[src/rtl/regfile_pkg.sv]
// Shared register-file geometry plus the readout engine's state, beat and in-flight types.
package regfile_pkg;

    localparam int unsigned NREGS = 32;
    localparam int unsigned AW_W  = $clog2(NREGS);
    localparam int unsigned DW    = 32;

    typedef enum logic [1:0] {
        IDLE,
        ISSUE,
        DRAIN,
        FINISH
    } state_t;

    // One streamed word as held in the output buffer
    typedef struct packed {
        logic [AW_W-1:0] addr;
        logic            last;
        logic [DW-1:0]   data;
    } beat_t;

    localparam int unsigned BEAT_W = $bits(beat_t);

    // One outstanding dual-port read: pair=1 when both rd1 and rd2 are wanted
    typedef struct packed {
        logic            valid;
        logic            pair;
        logic [AW_W-1:0] base;
    } infl_t;

    function automatic logic [1:0] words(input infl_t e);
        if (!e.valid) begin
            return 2'd0;
        end
        return e.pair ? 2'd2 : 2'd1;
    endfunction

endpackage

[src/rtl/regfile_reader_fifo.sv]
// First-word-fall-through output buffer taking up to two words per cycle (rd1 then rd2).
module regfile_reader_fifo
    import regfile_pkg::*;
#(
    parameter int unsigned DEPTH = 4
) (
    input  logic                   clk,
    input  logic                   rst,
    input  logic                   push1,
    input  logic                   push2,
    input  logic [BEAT_W-1:0]      din1,
    input  logic [BEAT_W-1:0]      din2,
    input  logic                   pop,
    output logic [BEAT_W-1:0]      dout,
    output logic                   valid,
    output logic [$clog2(DEPTH):0] count
);

    localparam int unsigned PW    = $clog2(DEPTH);
    localparam int unsigned CNT_W = PW + 1;

    logic [BEAT_W-1:0] mem_q [DEPTH];
    logic [PW-1:0]     wr_ptr_q;
    logic [PW-1:0]     rd_ptr_q;
    logic [CNT_W-1:0]  count_q;
    logic [1:0]        push_n;

    // push2 is only ever raised together with push1
    assign push_n = {1'b0, push1} + {1'b0, push2};

    always_ff @(posedge clk) begin
        if (rst) begin
            for (int i = 0; i < int'(DEPTH); i++) begin
                mem_q[i] <= '0;
            end
            wr_ptr_q <= '0;
            rd_ptr_q <= '0;
            count_q  <= '0;
        end else begin
            if (push1) begin
                mem_q[wr_ptr_q] <= din1;
            end
            if (push2) begin
                mem_q[wr_ptr_q + PW'(1)] <= din2;
            end
            wr_ptr_q <= wr_ptr_q + PW'(push_n);
            if (pop) begin
                rd_ptr_q <= rd_ptr_q + PW'(1);
            end
            count_q <= count_q + CNT_W'(push_n) - CNT_W'(pop);
        end
    end

    assign dout  = mem_q[rd_ptr_q];
    assign valid = (count_q != '0);
    assign count = count_q;

endmodule

[src/rtl/regfile_reader.sv]
// Walks a register-file address range with dual-port reads and streams the words in
// ascending address order over valid/ready, issuing only when the output buffer has room.
module regfile_reader
    import regfile_pkg::*;
#(
    parameter int unsigned READ_LAT   = 1,
    parameter int unsigned FIFO_DEPTH = 4
) (
    input  logic            clk,
    input  logic            rst,
    input  logic            start,
    input  logic [AW_W-1:0] first_addr,
    input  logic [AW_W-1:0] last_addr,
    output logic            busy,
    output logic            done,
    output logic            rf_en,
    output logic            rf_rd,
    output logic [AW_W-1:0] rf_ar1,
    output logic [AW_W-1:0] rf_ar2,
    input  logic [DW-1:0]   rf_rd1,
    input  logic [DW-1:0]   rf_rd2,
    output logic            m_valid,
    input  logic            m_ready,
    output logic [DW-1:0]   m_data,
    output logic [AW_W-1:0] m_addr,
    output logic            m_last
);

    localparam int unsigned CNT_W = $clog2(FIFO_DEPTH) + 1;
    localparam int unsigned OCC_W = CNT_W + 3;
    localparam int unsigned NA_W  = AW_W + 1;

    state_t          state_q;
    logic [NA_W-1:0] next_q;
    logic [AW_W-1:0] last_q;
    logic            iss_pair_q;

    infl_t            iss;
    infl_t            ret;
    logic [OCC_W-1:0] pipe_words;
    logic [OCC_W-1:0] inflight;
    logic [OCC_W-1:0] need;
    logic [CNT_W-1:0] fifo_count;
    logic             pop;
    logic             credit_ok;
    logic             issue_go;
    logic             issue_final;
    logic [NA_W-1:0]  issue_base;
    logic [AW_W-1:0]  last_ref;
    beat_t            din1;
    beat_t            din2;
    beat_t            dout;
    logic             push1;
    logic             push2;

    // The read presented on the register-file port this cycle
    always_comb begin
        iss       = '0;
        iss.valid = rf_rd;
        iss.pair  = iss_pair_q;
        iss.base  = rf_ar1;
    end

    // Return pipeline: a READ_LAT-deep record of reads whose data has not yet arrived
    generate
        if (READ_LAT == 0) begin : g_lat0
            assign ret        = iss;
            assign pipe_words = '0;
        end else begin : g_pipe
            infl_t pipe_q [READ_LAT];

            always_ff @(posedge clk) begin
                if (rst) begin
                    for (int i = 0; i < int'(READ_LAT); i++) begin
                        pipe_q[i] <= '0;
                    end
                end else begin
                    pipe_q[0] <= iss;
                    for (int i = 1; i < int'(READ_LAT); i++) begin
                        pipe_q[i] <= pipe_q[i-1];
                    end
                end
            end

            always_comb begin
                pipe_words = '0;
                for (int i = 0; i < int'(READ_LAT); i++) begin
                    pipe_words = pipe_words + OCC_W'(words(pipe_q[i]));
                end
            end

            assign ret = pipe_q[READ_LAT-1];
        end
    endgenerate

    assign pop      = m_valid & m_ready;
    assign inflight = OCC_W'(words(iss)) + pipe_words;

    // A word popped this cycle frees its slot before the next issue can land
    always_comb begin
        need      = (next_q == {1'b0, last_q}) ? OCC_W'(1) : OCC_W'(2);
        credit_ok = (OCC_W'(fifo_count) + inflight + need)
                    <= (OCC_W'(FIFO_DEPTH) + OCC_W'(pop));
    end

    always_comb begin
        issue_go   = 1'b0;
        issue_base = next_q;
        last_ref   = last_q;
        case (state_q)
            IDLE: begin
                if (start && (first_addr <= last_addr)) begin
                    issue_go   = 1'b1;
                    issue_base = {1'b0, first_addr};
                    last_ref   = last_addr;
                end
            end
            ISSUE:   issue_go = credit_ok;
            default: issue_go = 1'b0;
        endcase
        issue_final = (issue_base + NA_W'(1)) >= {1'b0, last_ref};
    end

    always_comb begin
        push1     = ret.valid;
        push2     = ret.valid & ret.pair;
        din1      = '0;
        din1.addr = ret.base;
        din1.last = (ret.base == last_q);
        din1.data = rf_rd1;
        din2      = '0;
        din2.addr = ret.base + AW_W'(1);
        din2.last = ((ret.base + AW_W'(1)) == last_q);
        din2.data = rf_rd2;
    end

    always_ff @(posedge clk) begin
        if (rst) begin
            state_q    <= IDLE;
            busy       <= 1'b0;
            done       <= 1'b0;
            rf_en      <= 1'b0;
            rf_rd      <= 1'b0;
            rf_ar1     <= '0;
            rf_ar2     <= '0;
            iss_pair_q <= 1'b0;
            next_q     <= '0;
            last_q     <= '0;
        end else begin
            done  <= 1'b0;
            rf_rd <= 1'b0;

            if (issue_go) begin
                rf_rd      <= 1'b1;
                rf_ar1     <= issue_base[AW_W-1:0];
                rf_ar2     <= issue_base[AW_W-1:0] + AW_W'(1);
                iss_pair_q <= (issue_base != {1'b0, last_ref});
                next_q     <= issue_base + NA_W'(2);
            end

            case (state_q)
                IDLE: begin
                    if (start) begin
                        last_q <= last_addr;
                        if (first_addr > last_addr) begin
                            state_q <= FINISH;
                            done    <= 1'b1;
                        end else begin
                            busy    <= 1'b1;
                            rf_en   <= 1'b1;
                            state_q <= issue_final ? DRAIN : ISSUE;
                        end
                    end
                end
                ISSUE: begin
                    if (issue_go && issue_final) begin
                        state_q <= DRAIN;
                    end
                end
                DRAIN: begin
                    // The m_last beat leaves only after every earlier read has drained
                    if (pop && m_last) begin
                        state_q <= FINISH;
                        done    <= 1'b1;
                        busy    <= 1'b0;
                        rf_en   <= 1'b0;
                    end
                end
                FINISH:  state_q <= IDLE;
                default: state_q <= IDLE;
            endcase
        end
    end

    regfile_reader_fifo #(
        .DEPTH(FIFO_DEPTH)
    ) u_fifo (
        .clk  (clk),
        .rst  (rst),
        .push1(push1),
        .push2(push2),
        .din1 (din1),
        .din2 (din2),
        .pop  (pop),
        .dout (dout),
        .valid(m_valid),
        .count(fifo_count)
    );

    assign m_data = dout.data;
    assign m_addr = dout.addr;
    assign m_last = dout.last;

endmodule

[config.mk]
export PLATFORM = sky130hd
export DESIGN_NAME = regfile_reader
export DESIGN_NICKNAME = d
export VERILOG_FILES = /design/src/rtl/regfile_pkg.sv /design/src/rtl/regfile_reader_fifo.sv /design/src/rtl/regfile_reader.sv
export SDC_FILE = /design/constraint.sdc
export NUM_CORES = 1
export LEC_CHECK = 0
export CAP_MARGIN = 20
export CORE_ASPECT_RATIO = 1.1
export CORE_MARGIN = 4
export CORE_UTILIZATION = 28
export DETAILED_ROUTE_END_ITERATION = 8
export GPL_TIMING_DRIVEN = 0
export SETUP_SLACK_MARGIN = 0.5
export SLEW_MARGIN = 30
export SYNTH_ARGS = -nofsm -noshare
export SYNTH_HDL_FRONTEND = slang
export SYNTH_HIERARCHICAL = 1
export SYNTH_SLANG_ARGS = --single-unit
[constraint.sdc]
create_clock -name clk -period 3.8 [get_ports clk]
set_input_delay 0.76 -clock clk [delete_from_list [all_inputs] [get_ports clk]]
set_output_delay 0.76 -clock clk [all_outputs]
set_load 0.02 [all_outputs]
==> summary.md, run 1 <==
| Metric | Value |
|---|---|
| Mapped Avg Cell Area | `roughly 14 um2` |
| DP HPWL | `19.32 mm` |
| Setup Skew | `slightly below 20 ps` |
| Global-route wire length before repair | `between 40 and 50 mm` |
| Max VDD drop | `354.5 uV` |
| GRT Util Overall | `0.1426` |
| TNS Setup | `-280.9 ps` |
| Critical Path Fanout Max | `5` |
| IO buf count | `130` |
| Leak | `0.005175 uW` |
| Placeable Area | `36170 um2` |
| Final hold violations | `0` |
| CTS root buf | `clkbuf_16` |
| Post-synth top flop | `edfxtp_1` |
| PD cells | `569.1 nW/um2` |
| Fmax | `between 200 and 300 MHz` |
| Area of the multi-input gates | `4810 um2` |
| Status | `finished, violations left` |
| Number of global-route vias before repair | `7411` |
| # nets final | `1042` |
| Slew @ Worst Pin | `about 730 ps` |
| # fillers | `3502` |
| Antenna cells | `0` |
| Failing checks | `negative setup slack` |
| Routed Antenna Nets | `0` |
| Max cap viols | `0` |
| Register area share after synthesis | `0.5263` |
| Die Y | `208.9 um` |
| Layout cells sized above 1 | `0.2529` |
| Antenna violations before repair | `1` |
| Min-Delay Path Class | `flip-flop to flip-flop` |
| GRT Residual Overflow | `0` |
| Post-synthesis simple-gate area fraction | `0.09258` |
| CTS tree | `done` |
| Mapped Nets | `869` |
| Final Cycle Share | `1.022` |
| Largest family of logic cells by synthesized area | `multiplexers` |
| Final setup viols | `10` |
| Initial DRC Count | `~520` |
| P_int | `4967 uW` |
| GP Congestion | `0.8441` |
| Mux contribution to synthesized area | `0.1377` |
| Critical path's slowest cell | `fa_1` |
| Setup WS post-layout | `-85.27 ps` |
| Post-synth cell types | `63` |
| Final Max Slew Viols | `0` |
| Drt wl/cell | `20.24 um` |
| Post-synthesis instance total | `760` |
| Drt first pass iters | `6` |
| Minimum clock period | `3885 ps` |
| Clock Latency Late Sink | `440 ps` |
| Setup repair after global routing missed its margin | `yes` |
| Pre-CTS setup slack | `-1081 ps` |
| Crit. End Element | `flip-flop` |
| Crit path largest cell delay | `530 ps` |
| Sequential power share | `0.352` |
| Dpl cells | `1379` |
| Async S/R FF share, synth | `0` |
| Combinational share of power | `0.418` |
| Yosys warns | `6` |
| Routed Wire Length | `28.99 mm` |
| Power share of the clock group | `0.230` |
| Slew headroom | `0.5138` |
| Clock slew at reported path FFs | `80 ps` |
| Adder-cell area share of the yosys netlist | `0.04142` |
| Worst EP arrival | `approximately 4300 ps` |
| Hold buffers post-CTS | `0` |
| Worst path cell trace | `xnor2_4 -> nand3_2 -> nor3_4 -> nand2_2 -> buf_6 -> fa_2 -> fa_1 -> inv_2 -> ha_4 -> fa_2 -> o22ai_4 -> buf_6 -> nand3_2 -> mux2_4 -> or4_4 -> nand2_2` |
| Critical path class | `flip-flop to flip-flop` |
| WHS | `468.3 ps` |
| Synth Area in XOR/XNOR | `0.02997` |
| Initial core utilization | `0.2840` |
| EDFF count, synth | `152` |
| Ports | `131` |
| Final Non-Filler Cells | `between 1000 and 1500` |
| Yosys reg bits | `194` |
| Pwr Total | `7654 uW` |
| TritonCTS Buffers | `17` |
| Via/cell ratio | `4.994` |
| Commonest non-fill, non-tap cell in the layout | `edfxtp_1` |
| Worst Setup Start Kind | `flip-flop` |
| Switching power total | `2687 uW` |
| DRC | `0` |
| Cell Rows | `between 70 and 80` |
| Register area | `5411 um2` |
| Max Buffers Root-to-Sink | `2` |
| Mapped cell area | `10270 um2` |
| H-Tree Depth | `4` |
| Die Area | `39810 um2` |
| Vias | `7152` |
| Most frequent cells in the layout | `152 x edfxtp_1, 119 x clkdlybuf4s50_1, 114 x a22o_1` |
| Worst EP required | `4180 ps` |
| CTS sink cnt | `194` |
| Pin count of the biggest net entering global routing | `39` |
| Synth-to-layout area growth | `30.95%` |
| Sw Share | `0.3511` |
| Die width | `190.6 um` |
| Post-synthesis compound-gate area fraction | `0.1318` |
[critical path: cells and delay by family, from the launching register on]
| kind | cells | cell delay [ps] |
|---|---|---|
| AO/OA/AOI/OAI | 1 | 210 |
| XOR/XNOR | 1 | 140 |
| adder cells (fa/ha/maj) | 4 | 1450 |
| buffers and inverters | 3 | 320 |
| flip-flops | 1 | 450 |
| multiplexers | 1 | 270 |
| AND/OR/NAND/NOR | 6 | 990 |
[logic make-up (layout without fill, tap and decap cells)]
| logic type | after synthesis | count (layout) |
|---|---|---|
| adders and majority gates | 31 | 31 |
| xor gates and xnor gates | 32 | 32 |
| buffers and inverters | 93 | 277 |
| DFF | 194 | 194 |
| and+or+nand+nor | 155 | 156 |
| muxes | 88 | 88 |
| AOI/OAI and AO/OA | 167 | 167 |
[through the flow]
stage,instance area [um2],util
floorplan,10420,-
global placement,12330,0.3409
detailed placement,12390,0.3426
CTS,13250,0.3664
global route,13450,0.3719
finish,13450,0.3719
[area by class of cell]
type	count	area share
buffer	62	0.02819
clock buffer	17	0.03163
clock inverter	14	0.01033
inverter	31	0.01014
multi-input combinational	474	0.3576
sequential	194	0.4023
tap	487	0.04530
timing repair buffer	153	0.1145
[path summary, 6_finish.rpt]
check / start / cells after the start / endpoint / slack (ps)
hold / removal: rf_ar2[0] / 2 / rf_ar2[0] / 470
hold reg to reg: rf_ar2[0] / 2 / rf_ar2[0] / 470
setup / recovery: next_q[2] / 16 / next_q[4] / -90
setup reg to reg: next_q[2] / 16 / next_q[4] / -90
[what timing repair did]
action / in CTS / in global routing
resized for setup: 74 / 34
setup buffers: 14 / 7
endpoints found under the setup margin: 38 / 22
gates cloned: 0 / 1
pin swaps: 24 / 24
[power groups by stage]
stage / combinational, uW / sequential, uW / clock, uW
2_1_floorplan: 1660 / 2730 / 0
3_3_place_gp: 2630 / 2720 / 0
3_5_place_dp: 2660 / 2730 / 0
4_1_cts: 2980 / 2690 / 1800
5_1_grt: 3480 / 2730 / 1890
6_report: 3200 / 2700 / 1760
[per-layer routing]
layer | vias up | global-route usage | routed length (um)
li1 | 3306 | - | -
met1 | 3590 | 0.1865 | 12320
met2 | 227 | 0.2462 | 14670
met3 | 27 | 0.02589 | 1633
met4 | 2 | 0.03369 | 359
met5 | - | 0 | 11
[flip-flops by register name (all words and copies together) (netlist names), named ones only]
name / count
u_fifo/mem_q: 152
g_pipe.pipe_q: 7
last_q: 5
next_q: 5
rf_ar1: 5
rf_ar2: 5
u_fifo/count: 3
state_q: 2
u_fifo/rd_ptr_q: 2
u_fifo/wr_ptr_q: 2
done: 1
iss_pair_q: 1
rf_en: 1
rf_rd: 1
[cell usage after synthesis, drive strengths merged (7+ instances only)]
cell type	count	area (um2)
edfxtp	152	4564
a22o	114	998.5
mux2	43	488.0
dfxtp	42	840.8
nand2	40	152.6
and3b	38	332.8
mux4	38	855.8
buf	37	203.9
inv	31	116.4
ha	26	325.3
a21oi	25	125.1
clkbuf	25	93.84
nor2	23	86.33
xnor2	19	166.4
nand3	14	70.07
nor2b	11	68.82
xor2	11	96.34
mux2i	7	70.07
Note: power is estimated with default switching activity, not from simulation.
==> run 2, diff against run 1 <==
CORE_ASPECT_RATIO = 0.6   (was 1.1)
==> run 2 against run 1 <==
The run still ends with negative setup slack left. Non-clock buffer count is 3 higher. Combinational power is 1% higher. Sequential power hardly changed. Fmax is 1.1% higher. Critical endpoint is now rf_ar2[2]. Critical path type unchanged. Via count is 1.5% higher. Final cell count is 0.42% lower. Die area is 0.24% higher. Clock-buffer cell count is 4 higher. Worst setup slack better by 41 ps. Wire length is 6.0% higher. Flip-flop and latch count stayed put. Global-route usage is 1.0 points higher.
==> summary.md, run 2 (same netlist as run 1, synthesis figures left out) <==
| Metric | Value |
|---|---|
| GRT Residual Overflow | `0 (unchanged)` |
| RR Startpoint | `next_q[1]` |
| Ports | `131 (unchanged)` |
| Die Y | `156.4 um (-25%)` |
| # fillers | `3481 (-0.60%)` |
| PD cells | `571.0 nW/um2 (+0.35%)` |
| DP HPWL | `21.29 mm (+10%)` |
| Min-Delay Path Class | `flip-flop to flip-flop` |
| Vias | `7257 (+1.5%)` |
| Final Max Slew Viols | `0 (unchanged)` |
| Worst EP required | `4130 ps (-50 ps)` |
| Leak | `0.005149 uW (-0.50%)` |
| Synth-to-layout area growth | `30.53%` |
| DRC | `0 (unchanged)` |
| Hold depth | `2 (unchanged)` |
| Largest register FFs | `152 (unchanged)` |
| Switching power total | `2664 uW (-0.86%)` |
| Worst Setup Start Kind | `flip-flop` |
| Worst path cell trace | `xor2_1 -> nor3_2 -> nand2_1 -> inv_2 -> fa_1 -> fa_1 -> inv_2 -> ha_4 -> fa_2 -> a21oi_4 -> buf_6 -> nand2_4 -> and2_4 -> buf_6 -> and3_4 -> a21o_1` |
| Die width | `255.3 um (+34%)` |
| Via/cell ratio | `5.089 (+1.9%)` |
| Reg2Reg Depth | `16 (unchanged)` |
| Sequential power share | `0.355 (+0.003)` |
| Final Cycle Share | `1.012 (-0.01091)` |
| Max VDD drop | `314.0 uV (-11%)` |
| GP Congestion | `0.8323 (-1.4%)` |
| Setup Skew | `8.485 ps (-11.40 ps)` |
| Failing checks | `negative setup slack` |
| Initial core utilization | `0.2831 (-0.0008813)` |
| Most frequent cells in the layout | `152 x edfxtp_1, 120 x clkdlybuf4s50_1, 114 x a22o_1` |
| H-Tree Depth | `4 (unchanged)` |
| Routed Antenna Nets | `0 (unchanged)` |
| CTS root buf | `clkbuf_16` |
| Max cap viols | `0 (unchanged)` |
| Crit. End Element | `flip-flop` |
| Setup repair after global routing missed its margin | `yes` |
| # nets final | `1045 (+0.29%)` |
| Hold buffers post-CTS | `0 (unchanged)` |
| TritonCTS Buffers | `17 (unchanged)` |
| Critical path class | `flip-flop to flip-flop` |
| Setup WS post-layout | `-43.80 ps (+41.46 ps)` |
| Drt wl/cell | `21.55 um (+6.5%)` |
| Initial DRC Count | `540 (+3.4%)` |
| Top reg by flops | `u_fifo/mem_q` |
| Commonest non-fill, non-tap cell in the layout | `edfxtp_1` |
| Combinational share of power | `0.423 (+0.005)` |
| Worst hold start | `rf_ar2[3]` |
| P_int | `4992 uW (+0.49%)` |
| Layout cells sized above 1 | `0.2471 (-0.005814)` |
| Number of global-route vias before repair | `7250 (-2.2%)` |
| Clock slew at reported path FFs | `70 ps (about the same)` |
| Antenna violations before repair | `5 (+4)` |
| Top Registers | `u_fifo/mem_q: 152 flops, g_pipe.pipe_q: 7 flops` |
| CTS sink cnt | `194 (unchanged)` |
| Fmax | `260.2 MHz (+1.1%)` |
| GRT Util Overall | `0.1530 (+0.01031)` |
| Routed Wire Length | `30.74 mm (+6.0%)` |
| Top Family by Delay on Critical Path | `adder cells` |
| Critical Path Fanout Max | `5 (unchanged)` |
| Sw Share | `0.3480 (-0.003080)` |
| Minimum clock period | `3844 ps (-41.46 ps)` |
| Drt first pass iters | `5 (-1)` |
| Max Buffers Root-to-Sink | `2 (unchanged)` |
| Critical path's slowest cell | `fa_1` |
| Global-route wire length before repair | `45.52 mm (+3.5%)` |
| Final hold violations | `0 (unchanged)` |
| Critical path buffers and inverters | `4 (+1)` |
| Crit path largest cell delay | `540 ps (about the same)` |
| Pin count of the biggest net entering global routing | `39 (unchanged)` |
| CP startpoint | `next_q[1]` |
| Clock Latency Late Sink | `440 ps (about the same)` |
| Slew @ Worst Pin | `736.3 ps (+6.928 ps)` |
| Die Area | `39910 um2 (+0.24%)` |
| TNS Setup | `-154.9 ps (+125.9 ps)` |
| CTS tree | `done` |
| Cell Rows | `54 (-26%)` |
| Final setup viols | `5 (-5)` |
| Stages on worst setup path | `16 (unchanged)` |
| Status | `finished, violations left` |
| IO buf count | `130 (unchanged)` |
| Placeable Area | `36280 um2 (+0.31%)` |
| Slew headroom | `0.5091 (-0.004619)` |
| Pwr Total | `7656 uW (about the same)` |
| Worst EP arrival | `4170 ps (-100 ps)` |
| Power share of the clock group | `0.222 (-0.008)` |
## run 2: layout make-up
type	instances	area (um2)	share of cell area
plain buffers	62	390.4	0.02912
multi-input cells	474	4805	0.3584
diodes	3	7.507	0.0005600
clock buffers	21	440.4	0.03285
inverters	31	136.4	0.01017
clock inverters	9	83.83	0.006253
flip-flops and latches	194	5414	0.4038
well taps	476	595.6	0.04442
repair buffers	156	1534	0.1144
## run 2: worst paths after layout
kind | to | slack [ps]
max | rf_ar2[2] | -40
min | rf_ar2[3] | 470
max reg2reg | rf_ar2[2] | -40
min reg2reg | rf_ar2[3] | 470
## run 2: tightest hold or removal path: stages, from the launching register on
cell and delay, ps:
dfxtp_1 320, nand2_2 70, a21oi_2 40
## run 2: what timing repair did
item	in CTS	in global routing
setup buffers	17	6
gates cloned	1	0
gates resized for setup	93	34
pin swaps	29	15
setup endpoints to repair	38	29
## run 2: stage by stage
| step | utilization | instance area, um2 | hold WS (ps) | cells | setup slack, ps |
|---|---|---|---|---|---|
| after floorplan | - | 10420 | 472.8 | 760 | 88.24 |
| after global placement | 0.3395 | 12320 | 442.6 | 1366 | -1135 |
| final | 0.3695 | 13410 | 465.6 | 1426 | -43.80 |
| after global routing | 0.3695 | 13410 | 487.3 | 1426 | -163.2 |
| after CTS | 0.3642 | 13210 | 470.1 | 1417 | -10.42 |
| after detailed placement | 0.3417 | 12400 | 451.4 | 1369 | -1108 |
## run 2: per-layer routing
| layer | up-vias | routed length, um | track usage |
|---|---|---|---|
| li1 | 3322 | - | - |
| met1 | 3646 | 14760 | 0.2245 |
| met2 | 250 | 13460 | 0.2274 |
| met3 | 35 | 2085 | 0.03738 |
| met4 | 4 | 405 | 0.03841 |
| met5 | - | 24 | 0 |
## run 2: power groups by stage
stage / clock, uW / combinational (uW) / sequential [uW]
finish: 1700 / 3240 / 2720
global route: 1830 / 3490 / 2750
CTS: 1730 / 3030 / 2710
detailed placement: 0 / 2670 / 2740
global placement: 0 / 2620 / 2740
floorplan: 0 / 1660 / 2730
==> run 3, diff against run 2 <==
CORE_MARGIN = not set   (was 4)
GPL_TIMING_DRIVEN = not set   (was 0)
==> run 3 against run 2 <==
Sequential share of layout area down 0.34 points. The flow now finishes without violations. Sequential power about the same. Clock skew up 5.2 ps. Wire length up 1.8%. Critical endpoint is now state_q[1]. Worst hold slack better by 3.0 ps. Register-to-register slack better by 120 ps. Power up 2.4%. Clock-buffer cell count down 4. Combinational power about the same. Final cell count down 1.1%. Flip-flop and latch count unchanged.
==> summary.md, run 3 (same netlist as run 1, synthesis figures left out) <==
| Metric | Value |
|---|---|
| Max VDD drop | `291.7 uV (-7.1%)` |
| Top Registers | `u_fifo/mem_q: 152 flops, g_pipe.pipe_q: 7 flops` |
| PD cells | `579.3 nW/um2 (+1.4%)` |
| Setup repair after global routing missed its margin | `yes` |
| Final setup viols | `0 (-5)` |
| Drt first pass iters | `5 (unchanged)` |
| Pin count of the biggest net entering global routing | `39 (unchanged)` |
| Layout cells sized above 1 | `0.2689 (+0.02177)` |
| Synth-to-layout area growth | `31.73%` |
| CTS root buf | `clkbuf_16` |
| Largest register FFs | `152 (unchanged)` |
| Critical path class | `flip-flop to flip-flop` |
| IO buf count | `130 (unchanged)` |
| TNS Setup | `0 ps (+154.9 ps)` |
| Final Non-Filler Cells | `1411 (-1.1%)` |
| Dpl cells | `1357 (-0.88%)` |
| Worst Setup Start Kind | `flip-flop` |
| Routed Wire Length | `31.29 mm (+1.8%)` |
| Slew headroom | `0.5389 (+0.02980)` |
| Placeable Area | `35540 um2 (-2.0%)` |
| Worst EP arrival | `4040 ps (-130 ps)` |
| DRC | `0 (unchanged)` |
| Leak | `0.005227 uW (+1.5%)` |
| Crit path largest cell delay | `540 ps (about the same)` |
| Min-Delay Path Class | `flip-flop to flip-flop` |
| DP HPWL | `19.61 mm (-7.9%)` |
| Routed Antenna Nets | `0 (unchanged)` |
| Setup Skew | `13.66 ps (+5.179 ps)` |
| Final Max Slew Viols | `0 (unchanged)` |
| # nets final | `1037 (-0.77%)` |
| GRT Residual Overflow | `0 (unchanged)` |
| Critical Path Fanout Max | `4 (-1)` |
| Final Cycle Share | `0.9810 (-0.03050)` |
| H-Tree Depth | `4 (unchanged)` |
| Initial DRC Count | `513 (-5.0%)` |
| Clock slew at reported path FFs | `70 ps (about the same)` |
| Antenna violations before repair | `2 (-3)` |
| Clock Latency Late Sink | `450 ps (about the same)` |
| Via/cell ratio | `5.147 (+1.1%)` |
| CTS tree | `done` |
| Status | `finished, final reports clean` |
| Pwr Total | `7838 uW (+2.4%)` |
| Number of global-route vias before repair | `7353 (+1.4%)` |
| Fmax | `268.2 MHz (+3.1%)` |
| TritonCTS Buffers | `17 (unchanged)` |
| Global-route wire length before repair | `46.55 mm (+2.3%)` |
| Critical path's slowest cell | `fa_1` |
| Cell Rows | `53 (-1.9%)` |
| Die width | `249.3 um (-2.4%)` |
| Worst EP required | `4110 ps (-20 ps)` |
| WHS | `468.6 ps (+3.026 ps)` |
| Top reg by flops | `u_fifo/mem_q` |
| Max cap viols | `0 (unchanged)` |
| Die Y | `150.4 um (-3.8%)` |
| Minimum clock period | `3728 ps (-115.9 ps)` |
| Die Area | `37480 um2 (-6.1%)` |
| Crit. End Element | `flip-flop` |
| Commonest non-fill, non-tap cell in the layout | `edfxtp_1` |
| Slew @ Worst Pin | `691.6 ps (-44.70 ps)` |
| GP Congestion | `0.8669 (+4.2%)` |
| Most frequent cells in the layout | `152 x edfxtp_1, 119 x clkdlybuf4s50_1, 114 x a22o_1` |
| CTS sink cnt | `194 (unchanged)` |
| GRT Util Overall | `0.1690 (+0.01604)` |
| Worst path cell trace | `xnor2_2 -> nand3_2 -> nor3_4 -> nand2_2 -> inv_2 -> fa_1 -> fa_1 -> inv_2 -> ha_4 -> fa_2 -> o22ai_4 -> a21oi_4 -> a222oi_1 -> o31a_1 -> o31ai_1` |
| Max Buffers Root-to-Sink | `2 (unchanged)` |
| Vias | `7263 (+0.083%)` |
| Drt wl/cell | `22.18 um (+2.9%)` |
| Initial core utilization | `0.2890 (+0.005879)` |
| Ports | `131 (unchanged)` |
| Final hold violations | `0 (unchanged)` |
==> run 3: cell types whose count changed in the layout (fill, tap and decap cells not counted), moves of 3 or more <==
cell | before | now
clkbuf_1 | 24 | 0
or3_4 | 3 | 0
clkinv_2 | 0 | 3
buf_6 | 12 | 5
buf_2 | 30 | 0
dlygate4sd2_1 | 1 | 8
buf_8 | 5 | 2
buf_4 | 21 | 69
or3_2 | 0 | 3
==> run 3: worst paths after layout <==
path	from	to	slack, ps	cells past startpoint
worst min register to register	rf_ar2[4]	rf_ar2[4]	470	2
worst min-delay path	rf_ar2[4]	rf_ar2[4]	470	2
worst max register to register	next_q[2]	state_q[1]	70	15
worst max-delay path	next_q[2]	state_q[1]	70	15
==> run 3: timing repair <==
action | CTS | global route
pin swaps | 27 | 16
hold buffers | 0 | 0
gates resized for setup | 52 | 28
buffers inserted | 17 | 1
setup endpoints to repair | 37 | 18
cloned | 1 | 0
==> run 3: worst max-delay path, delay by kind of cell (launching register included) <==
family	cells	cell delay (ps)
buffers and inverters	2	110
AO/OA/AOI/OAI	5	1060
XOR/XNOR	1	170
AND/OR/NAND/NOR	3	390
flip-flops	1	380
adder cells (fa/ha/maj)	4	1480
==> run 3: layer usage <==
metal	GRT usage	wire length [um]	vias to the layer above
li1	-	-	3301
met1	0.2451	15630	3740
met2	0.2531	13740	195
met3	0.03441	1446	27
met4	0.04969	477	0
met5	0	0	-
==> run 3: through the flow <==
step / utilization / cell area, um2 / setup slack, ps
floorplan: - / 10420 / 88.24
finish: 0.3807 / 13530 / 72.11
detailed placement: 0.3525 / 12530 / -692.5
global placement: 0.3525 / 12530 / -607.9
CTS: 0.3773 / 13410 / 125.4
global route: 0.3806 / 13530 / -114.4
==> run 3: cell type report <==
class	instances	area (um2)
Tap cell	467	584.3
Timing Repair Buffer	210	1989
Fill cell	3364	22010
Inverter	31	136.4
Multi-Input combinational cell	474	4811
Sequential cell	194	5418
Antenna cell	3	7.507
Clock inverter	15	158.9
Clock buffer	17	425.4
==> run 3: where the power goes <==
| part | internal (uW) | total (uW) | switching [uW] |
|---|---|---|---|
| combinational | 1590 | 3250 | 1660 |
| sequential | 2530 | 2750 | 211 |
| clock | 979 | 1840 | 861 |
